==> src/rtl/klein_pkg.sv <==
// Shared KLEIN definitions: widths, FSM encoding, key payload layout and the sbox table.
package klein_pkg;

    localparam int unsigned KLEIN_ROUNDS = 12;
    localparam int unsigned KLEIN_BLK_W  = 64;
    localparam int unsigned KLEIN_NIB_W  = 4;
    localparam int unsigned KLEIN_NIBS   = KLEIN_BLK_W / KLEIN_NIB_W;
    localparam int unsigned KLEIN_RND_W  = 4;
    localparam int unsigned KLEIN_COL_W  = 32;

    typedef enum logic [0:0] {
        ST_IDLE = 1'b0,
        ST_RUN  = 1'b1
    } klein_fsm_e;

    // Key register split into its two 32-bit tuples; a is the MSB half.
    typedef struct packed {
        logic [KLEIN_COL_W-1:0] a;
        logic [KLEIN_COL_W-1:0] b;
    } klein_key_t;

    // KLEIN 4-bit sbox (an involution, so encrypt and decrypt share it).
    function automatic logic [KLEIN_NIB_W-1:0] klein_sbox_f(input logic [KLEIN_NIB_W-1:0] x);
        logic [KLEIN_NIB_W-1:0] y;
        case (x)
            4'h0:    y = 4'h7;
            4'h1:    y = 4'h4;
            4'h2:    y = 4'hA;
            4'h3:    y = 4'h9;
            4'h4:    y = 4'h1;
            4'h5:    y = 4'hF;
            4'h6:    y = 4'hB;
            4'h7:    y = 4'h0;
            4'h8:    y = 4'hC;
            4'h9:    y = 4'h3;
            4'hA:    y = 4'h2;
            4'hB:    y = 4'h6;
            4'hC:    y = 4'h8;
            4'hD:    y = 4'hE;
            4'hE:    y = 4'hD;
            default: y = 4'h5;
        endcase
        return y;
    endfunction

endpackage

==> src/rtl/klein_keystep_fwd.sv <==
// One forward KLEIN key-schedule step: subkey i -> subkey i+1, with round counter i.
module klein_keystep_fwd
    import klein_pkg::*;
(
    input  logic [KLEIN_BLK_W-1:0] kstate,
    input  logic [KLEIN_RND_W-1:0] rnd,
    output logic [KLEIN_BLK_W-1:0] kstate_next
);

    klein_key_t             k;
    klein_key_t             pre;
    logic [KLEIN_COL_W-1:0] a_rot;
    logic [KLEIN_COL_W-1:0] b_rot;
    logic [15:0]            sub;

    assign k = klein_key_t'(kstate);

    // Rotate, swap/fold, then inject the round counter into byte 2 of the new left tuple.
    always_comb begin
        a_rot = {k.a[23:0], k.a[31:24]};
        b_rot = {k.b[23:0], k.b[31:24]};
        pre.a = b_rot ^ {16'd0, 4'd0, rnd, 8'd0};
        pre.b = a_rot ^ b_rot;
    end

    for (genvar i = 0; i < 4; i++) begin : g_sbox
        klein_sbox u_sbox (
            .inib (pre.b[8+4*i +: KLEIN_NIB_W]),
            .onib (sub[4*i +: KLEIN_NIB_W])
        );
    end

    assign kstate_next = {pre.a, pre.b[31:24], sub, pre.b[7:0]};

endmodule

==> src/rtl/klein_mixcolumn.sv <==
// AES MixColumn on one 32-bit column (byte 0 in the MSBs); iinv selects the inverse matrix.
module klein_mixcolumn
    import klein_pkg::*;
(
    input  logic [KLEIN_COL_W-1:0] icol,
    input  logic                   iinv,
    output logic [KLEIN_COL_W-1:0] ocol
);

    function automatic logic [7:0] xt(input logic [7:0] b);
        return {b[6:0], 1'b0} ^ (b[7] ? 8'h1B : 8'h00);
    endfunction

    logic [7:0] b   [4];
    logic [7:0] x2  [4];
    logic [7:0] x4  [4];
    logic [7:0] x8  [4];
    logic [7:0] m3  [4];
    logic [7:0] m9  [4];
    logic [7:0] m11 [4];
    logic [7:0] m13 [4];
    logic [7:0] m14 [4];
    logic [KLEIN_COL_W-1:0] fwd;
    logic [KLEIN_COL_W-1:0] inv;

    // Per-byte GF(2^8) multiples needed by both matrices.
    always_comb begin
        for (int i = 0; i < 4; i++) begin
            b[i]   = icol[KLEIN_COL_W-1-8*i -: 8];
            x2[i]  = xt(b[i]);
            x4[i]  = xt(x2[i]);
            x8[i]  = xt(x4[i]);
            m3[i]  = x2[i] ^ b[i];
            m9[i]  = x8[i] ^ b[i];
            m11[i] = x8[i] ^ x2[i] ^ b[i];
            m13[i] = x8[i] ^ x4[i] ^ b[i];
            m14[i] = x8[i] ^ x4[i] ^ x2[i];
        end
    end

    always_comb begin
        fwd = {x2[0] ^ m3[1] ^ b[2]  ^ b[3],
               b[0]  ^ x2[1] ^ m3[2] ^ b[3],
               b[0]  ^ b[1]  ^ x2[2] ^ m3[3],
               m3[0] ^ b[1]  ^ b[2]  ^ x2[3]};
        inv = {m14[0] ^ m11[1] ^ m13[2] ^ m9[3],
               m9[0]  ^ m14[1] ^ m11[2] ^ m13[3],
               m13[0] ^ m9[1]  ^ m14[2] ^ m11[3],
               m11[0] ^ m13[1] ^ m9[2]  ^ m14[3]};
        ocol = iinv ? inv : fwd;
    end

endmodule

==> src/rtl/klein_sbox.sv <==
// Single-nibble KLEIN substitution.
module klein_sbox
    import klein_pkg::*;
(
    input  logic [KLEIN_NIB_W-1:0] inib,
    output logic [KLEIN_NIB_W-1:0] onib
);

    assign onib = klein_sbox_f(inib);

endmodule

==> src/rtl/klein_encipher.sv <==
// Iterative KLEIN block encryptor: one round per clock with the key schedule run alongside.
module klein_encipher
    import klein_pkg::*;
#(
    parameter int unsigned ROUNDS = KLEIN_ROUNDS
) (
    input  logic                   iclk,
    input  logic                   ireset,
    input  logic                   istart,
    input  logic [KLEIN_BLK_W-1:0] iblock,
    input  logic [KLEIN_BLK_W-1:0] ikey,
    output logic                   obusy,
    output logic                   oready,
    output logic [KLEIN_BLK_W-1:0] oblock
);

    localparam logic [KLEIN_RND_W-1:0] RND_LAST = KLEIN_RND_W'(ROUNDS);

    klein_fsm_e             st;
    klein_fsm_e             st_next;
    logic                   accept;
    logic                   last;
    logic [KLEIN_BLK_W-1:0] state_q;
    logic [KLEIN_BLK_W-1:0] kstate_q;
    logic [KLEIN_RND_W-1:0] rnd;

    logic [KLEIN_BLK_W-1:0] ark;
    logic [KLEIN_BLK_W-1:0] sub;
    logic [KLEIN_BLK_W-1:0] rot;
    logic [KLEIN_BLK_W-1:0] round_out;
    logic [KLEIN_BLK_W-1:0] key_next;

    // FSM state register.
    always_ff @(posedge iclk) begin
        if (ireset) begin
            st <= ST_IDLE;
        end else begin
            st <= st_next;
        end
    end

    // Accept only from idle; the last round returns to idle.
    always_comb begin
        st_next = st;
        accept  = 1'b0;
        last    = 1'b0;
        case (st)
            ST_IDLE: begin
                if (istart) begin
                    accept  = 1'b1;
                    st_next = ST_RUN;
                end
            end
            ST_RUN: begin
                if (rnd == RND_LAST) begin
                    last    = 1'b1;
                    st_next = ST_IDLE;
                end
            end
            default: st_next = ST_IDLE;
        endcase
    end

    assign obusy = (st == ST_RUN);

    assign ark = state_q ^ kstate_q;

    for (genvar i = 0; i < KLEIN_NIBS; i++) begin : g_sbox
        klein_sbox u_sbox (
            .inib (ark[KLEIN_NIB_W*i +: KLEIN_NIB_W]),
            .onib (sub[KLEIN_NIB_W*i +: KLEIN_NIB_W])
        );
    end

    assign rot = {sub[47:0], sub[63:48]};

    klein_mixcolumn u_mix_hi (
        .icol (rot[63:32]),
        .iinv (1'b0),
        .ocol (round_out[63:32])
    );

    klein_mixcolumn u_mix_lo (
        .icol (rot[31:0]),
        .iinv (1'b0),
        .ocol (round_out[31:0])
    );

    klein_keystep_fwd u_keystep (
        .kstate      (kstate_q),
        .rnd         (rnd),
        .kstate_next (key_next)
    );

    // Datapath and result registers; idle cycles leave everything untouched.
    always_ff @(posedge iclk) begin
        if (ireset) begin
            state_q  <= '0;
            kstate_q <= '0;
            rnd      <= '0;
            oblock   <= '0;
            oready   <= 1'b0;
        end else if (accept) begin
            state_q  <= iblock;
            kstate_q <= ikey;
            rnd      <= KLEIN_RND_W'(1);
            oready   <= 1'b0;
        end else if (obusy) begin
            state_q  <= round_out;
            kstate_q <= key_next;
            if (last) begin
                oblock <= round_out ^ key_next;
                oready <= 1'b1;
                rnd    <= '0;
            end else begin
                rnd <= rnd + KLEIN_RND_W'(1);
            end
        end
    end

endmodule

==> config.mk <==
export PLATFORM = sky130hd
export DESIGN_NAME = klein_encipher
export DESIGN_NICKNAME = d
export VERILOG_FILES = /design/src/rtl/klein_pkg.sv /design/src/rtl/klein_keystep_fwd.sv /design/src/rtl/klein_mixcolumn.sv /design/src/rtl/klein_sbox.sv /design/src/rtl/klein_encipher.sv
export SDC_FILE = /design/constraint.sdc
export NUM_CORES = 1
export LEC_CHECK = 0
export BUFFER_PORTS_ARGS = -buffer_cell sky130_fd_sc_hd__buf_2
export CORE_ASPECT_RATIO = 0.6
export CORE_MARGIN = 2
export CORE_UTILIZATION = 25
export DETAILED_ROUTE_END_ITERATION = 6
export GPL_ROUTABILITY_DRIVEN = 1
export PLACE_DENSITY = 0.37
export SYNTH_ARGS = -nofsm -noshare
export SYNTH_HDL_FRONTEND = slang
export SYNTH_SLANG_ARGS = --single-unit
==> constraint.sdc <==
create_clock -name iclk -period 6.3 [get_ports iclk]
set_clock_uncertainty 0.05 [all_clocks]
set_input_delay 0.315 -clock iclk [delete_from_list [all_inputs] [get_ports iclk]]
set_output_delay 0.315 -clock iclk [all_outputs]
set_load 0.02 [all_outputs]
# Word level (Yosys, flattened, before mapping)
# Memory sizes are Yosys's and may differ from the RTL's.
# Cells that the tools add are included.
# word_totals
ff_bits	198
romBits	1280
inputBits	131
output_inout_bits	66
word_cells	100
mem_count	20
# op_classes
add_sub_neg	1
eq_ne	1
mux	21
bitwise	46
reduce_logical	4
# memory_table
memory	words	word_bits	rd	rd_clocked_by_memory_dff	write_ports	line_no	rtl
(name not given)	16	4	1	0	0	klein_pkg.sv:25	case (x)
(name not given)	16	4	1	0	0	klein_pkg.sv:25	
(name not given)	16	4	1	0	0	klein_pkg.sv:25	
(name not given)	16	4	1	0	0	klein_pkg.sv:25	
(name not given)	16	4	1	0	0	klein_pkg.sv:25	
(name not given)	16	4	1	0	0	klein_pkg.sv:25	
+14 memories	-	-	-	-	-	-	
# ops
op	count
8-bit XOR	40
64-bit two-way mux	4
64-bit XOR	2
5-bit two-way mux	8
32-bit by 12-bit XOR with 32-bit output	1
32-bit XOR	1
1-bit two-way mux	7
4-bit by 1-bit adder with 4-bit output, second input constant	1
4-bit == test, second input constant	1
4-bit two-way mux	1
3-bit AND reduction	1
1-bit inverter	2
1-bit case mux with 2 select lines	1
2-bit AND reduction	1
2-bit nonzero test	1
2-bit OR reduction	1

# Longest topological paths before layout
# Gate-level depths: netlist of the first run.
# An unclocked memory read counts as a cell.
# logic_depth
word_depth	10
depth_mapped	12
ltp_nobuf	11

# By module
# From an unflattened synthesis of the first run, not the netlist that was laid out.
# unflattened
hier_cells	2236
hier_area_um2	19725.2
# by_module_without_submodules
module	instances	cells_each	area_per_inst_um2	seq_area_each_um2
klein_encipher	1	1070	9546.7	3963.8
klein_mixcolumn	2	292	2772.7	0.0
klein_sbox (g_sbox[11].u_sbox ...)	17	25	197.7	0.0
klein_keystep_fwd	1	84	675.6	0.0
klein_sbox (g_sbox[0].u_sbox ...)	2	24	190.2	0.0
klein_sbox (g_sbox[12].u_sbox)	1	25	216.5	0.0

# Least setup slack after synthesis of the first run
# OpenSTA, ideal clock, no wires.
# synth_timing
path_kind	reg-to-reg
start	register kstate_q[52]
end	register oblock[9]
setup_time_ps	86
arrival_ps	2778
required_ps	6164
setup_slack_ps	3386
stages_incl_launch_ff	9
path_buffers	0
period_less_slack_ps	2914
path_cell_list	dfxtp_1 xnor2_1 inv_1 ha_1 mux4_2 xnor2_2 xnor3_1 xnor2_1 a211oi_1
# synth_between
elab_chain_len	7
# synth_rtl
item	line_no	rtl
from (decl)	klein_encipher.sv:24	logic [KLEIN_BLK_W-1:0] kstate_q;
from (signal assigned)	klein_encipher.sv:105	kstate_q <= ikey;
from (signal assigned)	klein_encipher.sv:110	kstate_q <= key_next;
64-bit XOR	klein_encipher.sv:66	assign ark = state_q ^ kstate_q;
memory read 16 x 4 bit	-	
5-bit two-way mux	klein_mixcolumn.sv:11	return {b[6:0], 1'b0} ^ (b[7] ? 8'h1B : 8'h00);
8-bit XOR	klein_mixcolumn.sv:11	
8-bit XOR	klein_mixcolumn.sv:33	m3[i] = x2[i] ^ b[i];
8-bit XOR	klein_mixcolumn.sv:44	b[0] ^ b[1] ^ x2[2] ^ m3[3],
64-bit XOR	klein_encipher.sv:112	oblock <= round_out ^ key_next;
to (signal assigned)	klein_encipher.sv:112	
to (decl)	klein_encipher.sv:14	output logic [KLEIN_BLK_W-1:0] oblock
# No other way between the ends.
# A chain may end at the register's enable or synchronous reset.

# Worst setup path after layout of the first run
# layout_timing
start	register kstate_q[52]
end	register oblock[31]
# layout_between
elab_chain_len	4
# layout_rtl
item	line_no	rtl
64-bit XOR	klein_encipher.sv:66	
memory read 16 x 4 bit	-	
8-bit XOR	klein_mixcolumn.sv:42	fwd = {x2[0] ^ m3[1] ^ b[2] ^ b[3],
64-bit XOR	klein_encipher.sv:112	
# No other way between the ends.

==> reports/results.txt, run 1 <==
Final wirelength: 59.7 mm
CP required: 6.64 ns
Startpoint types: register
Mean routed wirelength per cell: 23.4 um
Max transition margin: 21.0%
# rows: 69
Yosys top cell area share: 26.3%
1st-iter DRT viols: 931
Clk_lat worst skew: 0.48 ns
Mapped Nets: 1832
Pre-antenna DRT Iters: 5
Final setup TNS: 0 ns
Via Count: 12400
Largest net degree at the start of global routing: 190
Die area: 0.0623 mm2
Number of synthesized flops with an enable pin: 0
Number of remaining DRC errors: 0
Hold_sp: ikey[55]
Htree depth: 4
Synth area leaders: dfxtp_1 (26%), xnor2_1 (12%), a211oi_1 (11%)
Nets: 1958
Met2 usage: 27.3%
Vias in the first global route: 11900
Gate Count Post-Synth: 1629
CP endpoint kind: register
Hold Crit Depth: 5
Ratio of cells with drive above 1 in the final layout: 18.0%
Worst Hold Path EP: kstate_q[55]$_SDFFE_PP0P_
Most Crowded Layer GR: met1
Most common cell in the netlist: a211oi_1
Postcts setup bufs: 0
Root Driver: clkbuf_16
Port Buffers: 196
Ys flop type: dfxtp_1
Width of the die: 321 um
Final min period: 3.91 ns
GRT Util Overall: 18.9%
Max_cap viols: 0
Min-Delay Path Class: input pin to register
Post_cts resized: 0
Worst-path clk slew: 0.08 ns
R2R Setup Slk: 2.39 ns
Initial antenna violation count: 1
Hold buffers post-CTS: 0
Initial Util: 25.3%
Worst-path maximum fanout: 6
Critical path class: register to register
Clock Sinks: 198
GRT met1 Usage: 29.0%
Io pins: 197
Total gr overflow: 0
Setup violations, final: 0
Synthesized area: 0.0151 mm2
Synth warnings: 0
Area leader, netlist: dfxtp_1
Dpl hpwl: 45.9 mm
Status: finished clean
Post-synthesis sequential area ratio: 26.3%
Post-DRT Antenna Nets: 0
Clock Path Buffers: 2
CTS Buf Count: 17
Reg2reg start: kstate_q[52]$_SDFFE_PP0P_
Pins Over Slew Limit: 0
Synth cell types: 55
Fraction of registers with async set/reset: 0%
Gpl congestion: 0.875
Layout area overhead: 15.5%
Max Freq: 0.256 GHz
Core ar.: 0.0594 mm2
Final hold vios: 0
#FFs+latches synth: 198
CTS tree: done
Global-route wire length before repair: 85.3 mm
Reg2Reg Capture Point: oblock[31]$_SDFFE_PP0P_
GRT met3 Usage: 3.24%
Cells on worst reg2reg path: 9
Unrepaired setup endpoints after global routing: no
Mean Syn Cell Area: 9.24 um2
Via density: 4.87
Die H: 194 um
Worst EP arrival: 4.26 ns
Slew @ Worst Pin: 1.18 ns
Most instantiated cells after synthesis: a211oi_1 (218), xnor2_1 (207), dfxtp_1 (198)
Crit share post-route: 62.1%
## metrics by stage
step | worst slack (ns) | instance area (um2) | hold slack [ns] | instances | util [%]
after floorplan | 3.39 | 15100 | 0.464 | 1629 | -
after global placement | 2.48 | 16800 | 0.389 | 2517 | 28.2
after detailed placement | 2.49 | 16800 | 0.395 | 2517 | 28.2
after CTS | 2.46 | 17400 | 0.105 | 2549 | 29.3
after global routing | 2.26 | 17400 | 0.148 | 2549 | 29.3
final | 2.39 | 17400 | 0.139 | 2551 | 29.3
## final cells by class
class / instances / area [um2]
inverter: 82 / 308
multi-input combinational: 1250 / 10400
timing repair buffer: 206 / 1100
tap: 781 / 977
clock inverter: 14 / 189
clock buffer: 18 / 429
sequential: 198 / 3970
antenna: 2 / 5.00
fill: 6295 / 42000
## cells by family after synthesis
kind of cell	Yosys count	synth area share (%)
fa+ha+maj	72	5.98
xor+xnor	372	24.6
mux	115	11.7
compound gates	342	15.8
simple gates	349	11.1
buf+inv	181	4.57
flops	198	26.3
## per-layer routing
layer / share of wire, % / vias to the layer above
li1: - / 5979
met1: 51 / 6100
met2: 42 / 320
met3: 5.2 / 27
met4: 1.3 / 0
met5: 0 / -
## state kept, by name (all words and copies together), names as in the netlist
| signal | flops |
|---|---|
| oblock | 64 |
| obusy | 1 |
| oready | 1 |
| rnd | 4 |
| kstate_q | 64 |
| state_q | 64 |
## placed cells by master (no fill, tap or decap), types with 4 or more instances in the layout
cell type  count
mux2_2         5
xnor2_2        9
nor3_1        23
dfxtp_1      197
nor2b_1       90
a21oi_1       87
or3_1          5
buf_4          8
clkbuf_16     17
xnor2_1      207
and3_1         9
a211oi_1     218
buf_2        194
ha_1          72
nor4_1         6
nor2_1       131
o211ai_1       4
nand3_1       12
mux4_2        47
xnor3_1       17
o21ai_0        5
mux2i_1       62
inv_1         80
xor2_2        12
nand2_1       61
xor2_1       124
## worst max-delay path: stages (launching register included)
cell and delay, ns:
dfxtp_1 0.35, xnor2_1 0.52, inv_1 0.15, ha_1 0.37, mux4_2 0.61, xnor2_2 0.69, xnor3_1 0.54, xor2_1 0.29
nand2_1 0.09, a21oi_1 0.16
## worst max-delay path by stage
stage                                    startpoint                       to  slack [ns]  depth (start not counted)
after global routing      kstate_q[52]$_SDFFE_PP0P_  oblock[31]$_SDFFE_PP0P_        2.26                          9
final                     kstate_q[52]$_SDFFE_PP0P_  oblock[31]$_SDFFE_PP0P_        2.39                          9
after CTS                 kstate_q[52]$_SDFFE_PP0P_  oblock[31]$_SDFFE_PP0P_        2.46                          9
after global placement     kstate_q[5]$_SDFFE_PP0P_  oblock[13]$_SDFFE_PP0P_        2.48                         10
after floorplan           kstate_q[52]$_SDFFE_PP0P_   oblock[9]$_SDFFE_PP0P_        3.39                          8
after detailed placement   kstate_q[5]$_SDFFE_PP0P_  oblock[13]$_SDFFE_PP0P_        2.49                         10
Power of run 1 is left out: the tool's default activity adds up to more than one toggle a clock period on the data nets, which glitch-free logic cannot reach.
==> run 2: changes to the inputs <==
==> constraint.sdc (replaced) <==
create_clock -name iclk -period 3.85 [get_ports iclk]
set_clock_uncertainty 0.05 [all_clocks]
set_input_delay 0.1925 -clock iclk [delete_from_list [all_inputs] [get_ports iclk]]
set_output_delay 0.1925 -clock iclk [all_outputs]
set_load 0.02 [all_outputs]
==> reports/results.txt, run 2 (synthesized netlist as in run 1, its figures left out) <==
Clock Sinks: 198
Critical-path top delay cell: mux4_2
CTS tree: done
Initial antenna violation count: 2
Worst EP arrival: 3.98 ns
WP buf/inv: 2
Most frequent cells in the layout: a211oi_1 (218), xnor2_1 (207), dfxtp_1 (197), buf_2 (194), nor2_1 (131)
Top Family by Delay on Critical Path: XOR/XNOR gates
Final hold vios: 0
Min-Delay Path Class: input pin to register
Pins Over Slew Limit: 0
Setup violations, final: 0
GRT Util Overall: 19.1%
Cells on worst reg2reg path: 11
Startpoint types: register
Initial Util: 25.3%
Most frequent CP cell: xnor2_1
Via density: 4.85
Reg2reg start: kstate_q[0]$_SDFFE_PP0P_
Root Driver: clkbuf_16
Dpl hpwl: 47.1 mm
Core ar.: 0.0594 mm2
Critical path class: register to register
Vias in the first global route: 12100
R2R Setup Slk: 0.24 ns
Ratio of cells with drive above 1 in the final layout: 20.6%
Diode count: 0
Post_cts resized: 0
CP endpoint kind: register
Top flop regs: kstate_q (64), oblock (64), state_q (64)
Width of the die: 321 um
Worst path depth: 11
Worst setup path start: kstate_q[0]$_SDFFE_PP0P_
Die area: 0.0623 mm2
1st-iter DRT viols: 1121
Worst-path maximum fanout: 5
Slew @ Worst Pin: 0.949 ns
CP max stage delay: 0.59 ns
Clk_lat worst skew: 0.49 ns
Max Freq: 0.277 GHz
Final wirelength: 60.1 mm
Mean routed wirelength per cell: 23.0 um
Total gr overflow: 0
Htree depth: 4
Crit path cell chain: xnor2_1, inv_1, ha_1, mux4_2, xor2_1, buf_4, xnor2_1, xnor3_1, xnor2_1, nand2_1, a21oi_1
Crit share post-route: 93.8%
Final setup TNS: 0 ns
Status: finished clean
Nets: 2021
CP required: 4.22 ns
Max transition margin: 36.7%
Clock Path Buffers: 2
Io pins: 197
Via Count: 12700
Number of remaining DRC errors: 0
Port Buffers: 196
Post-DRT Antenna Nets: 0
CTS Buf Count: 17
Reg2Reg Capture Point: oblock[20]$_SDFFE_PP0P_
Most common cell after layout, fill and taps aside: a211oi_1
Final min period: 3.61 ns
Global-route wire length before repair: 86.1 mm
Worst setup endpoint: oblock[20]$_SDFFE_PP0P_
Die H: 194 um
Worst-path clk slew: 0.09 ns
Layout area overhead: 18.5%
Unrepaired setup endpoints after global routing: no
Max_cap viols: 0
Pre-antenna DRT Iters: 5
# rows: 69
Gpl congestion: 0.856
Largest net degree at the start of global routing: 152
[run 2: layout make-up]
| class | instances | area [um2] |
|---|---|---|
| fillers | 6365 | 41500 |
| multi-input cells | 1250 | 10400 |
| flip-flops and latches | 198 | 3970 |
| repair buffers | 269 | 1590 |
| well taps | 781 | 977 |
| clock buffers | 20 | 447 |
| inverters | 82 | 308 |
| clock inverters | 11 | 148 |
[run 2: worst min-delay path by stage]
stage                            startpoint                        end  slack, ns  depth (start not counted)
floorplan                        iblock[61]   state_q[61]$_SDFFE_PP0P_       0.38                          2
global placement    oblock[48]$_SDFFE_PP0P_    oblock[48]$_SDFFE_PP0P_       0.39                          2
detailed placement  oblock[22]$_SDFFE_PP0P_    oblock[22]$_SDFFE_PP0P_       0.39                          2
CTS                              iblock[59]   state_q[59]$_SDFFE_PP0P_     0.0003                          3
global route                      iblock[8]    state_q[8]$_SDFFE_PP0P_       0.03                          3
finish                             ikey[46]  kstate_q[46]$_SDFFE_PP0P_       0.03                          5
[run 2: per-stage QoR]
stage	hold WS, ns	area [um2]	cells	worst slack [ns]	utilization [%]
2_1_floorplan	0.383	15100	1629	0.936	-
3_3_place_gp	0.386	17200	2577	0.328	29.0
3_5_place_dp	0.393	17200	2577	0.323	29.0
4_1_cts	0.000288	17800	2611	0.290	30.0
5_1_grt	0.0254	17800	2611	0.0614	30.0
6_report	0.0270	17800	2611	0.238	30.0
[run 2: worst min-delay path: stages]
cell and delay (ns):
buf_2 0.08, mux2i_1 0.06, nor2_1 0.08, a21oi_1 0.04, nor2_1 0.07
[run 2: per-layer routing]
metal / GRT usage, % / wire length (um)
met2: 26.6 / 24500
met4: 3.69 / 944
met3: 4.52 / 3610
met1: 29.3 / 31000
met5: 0 / 0
[run 2: what timing repair did]
item / in CTS / in global routing
hold endpoints to repair: 3 / 0
hold buffers: 3 / 0
endpoints found under the setup margin: 0 / 0
setup buffers: 0 / 0
Power of run 2 is left out for the same reason.
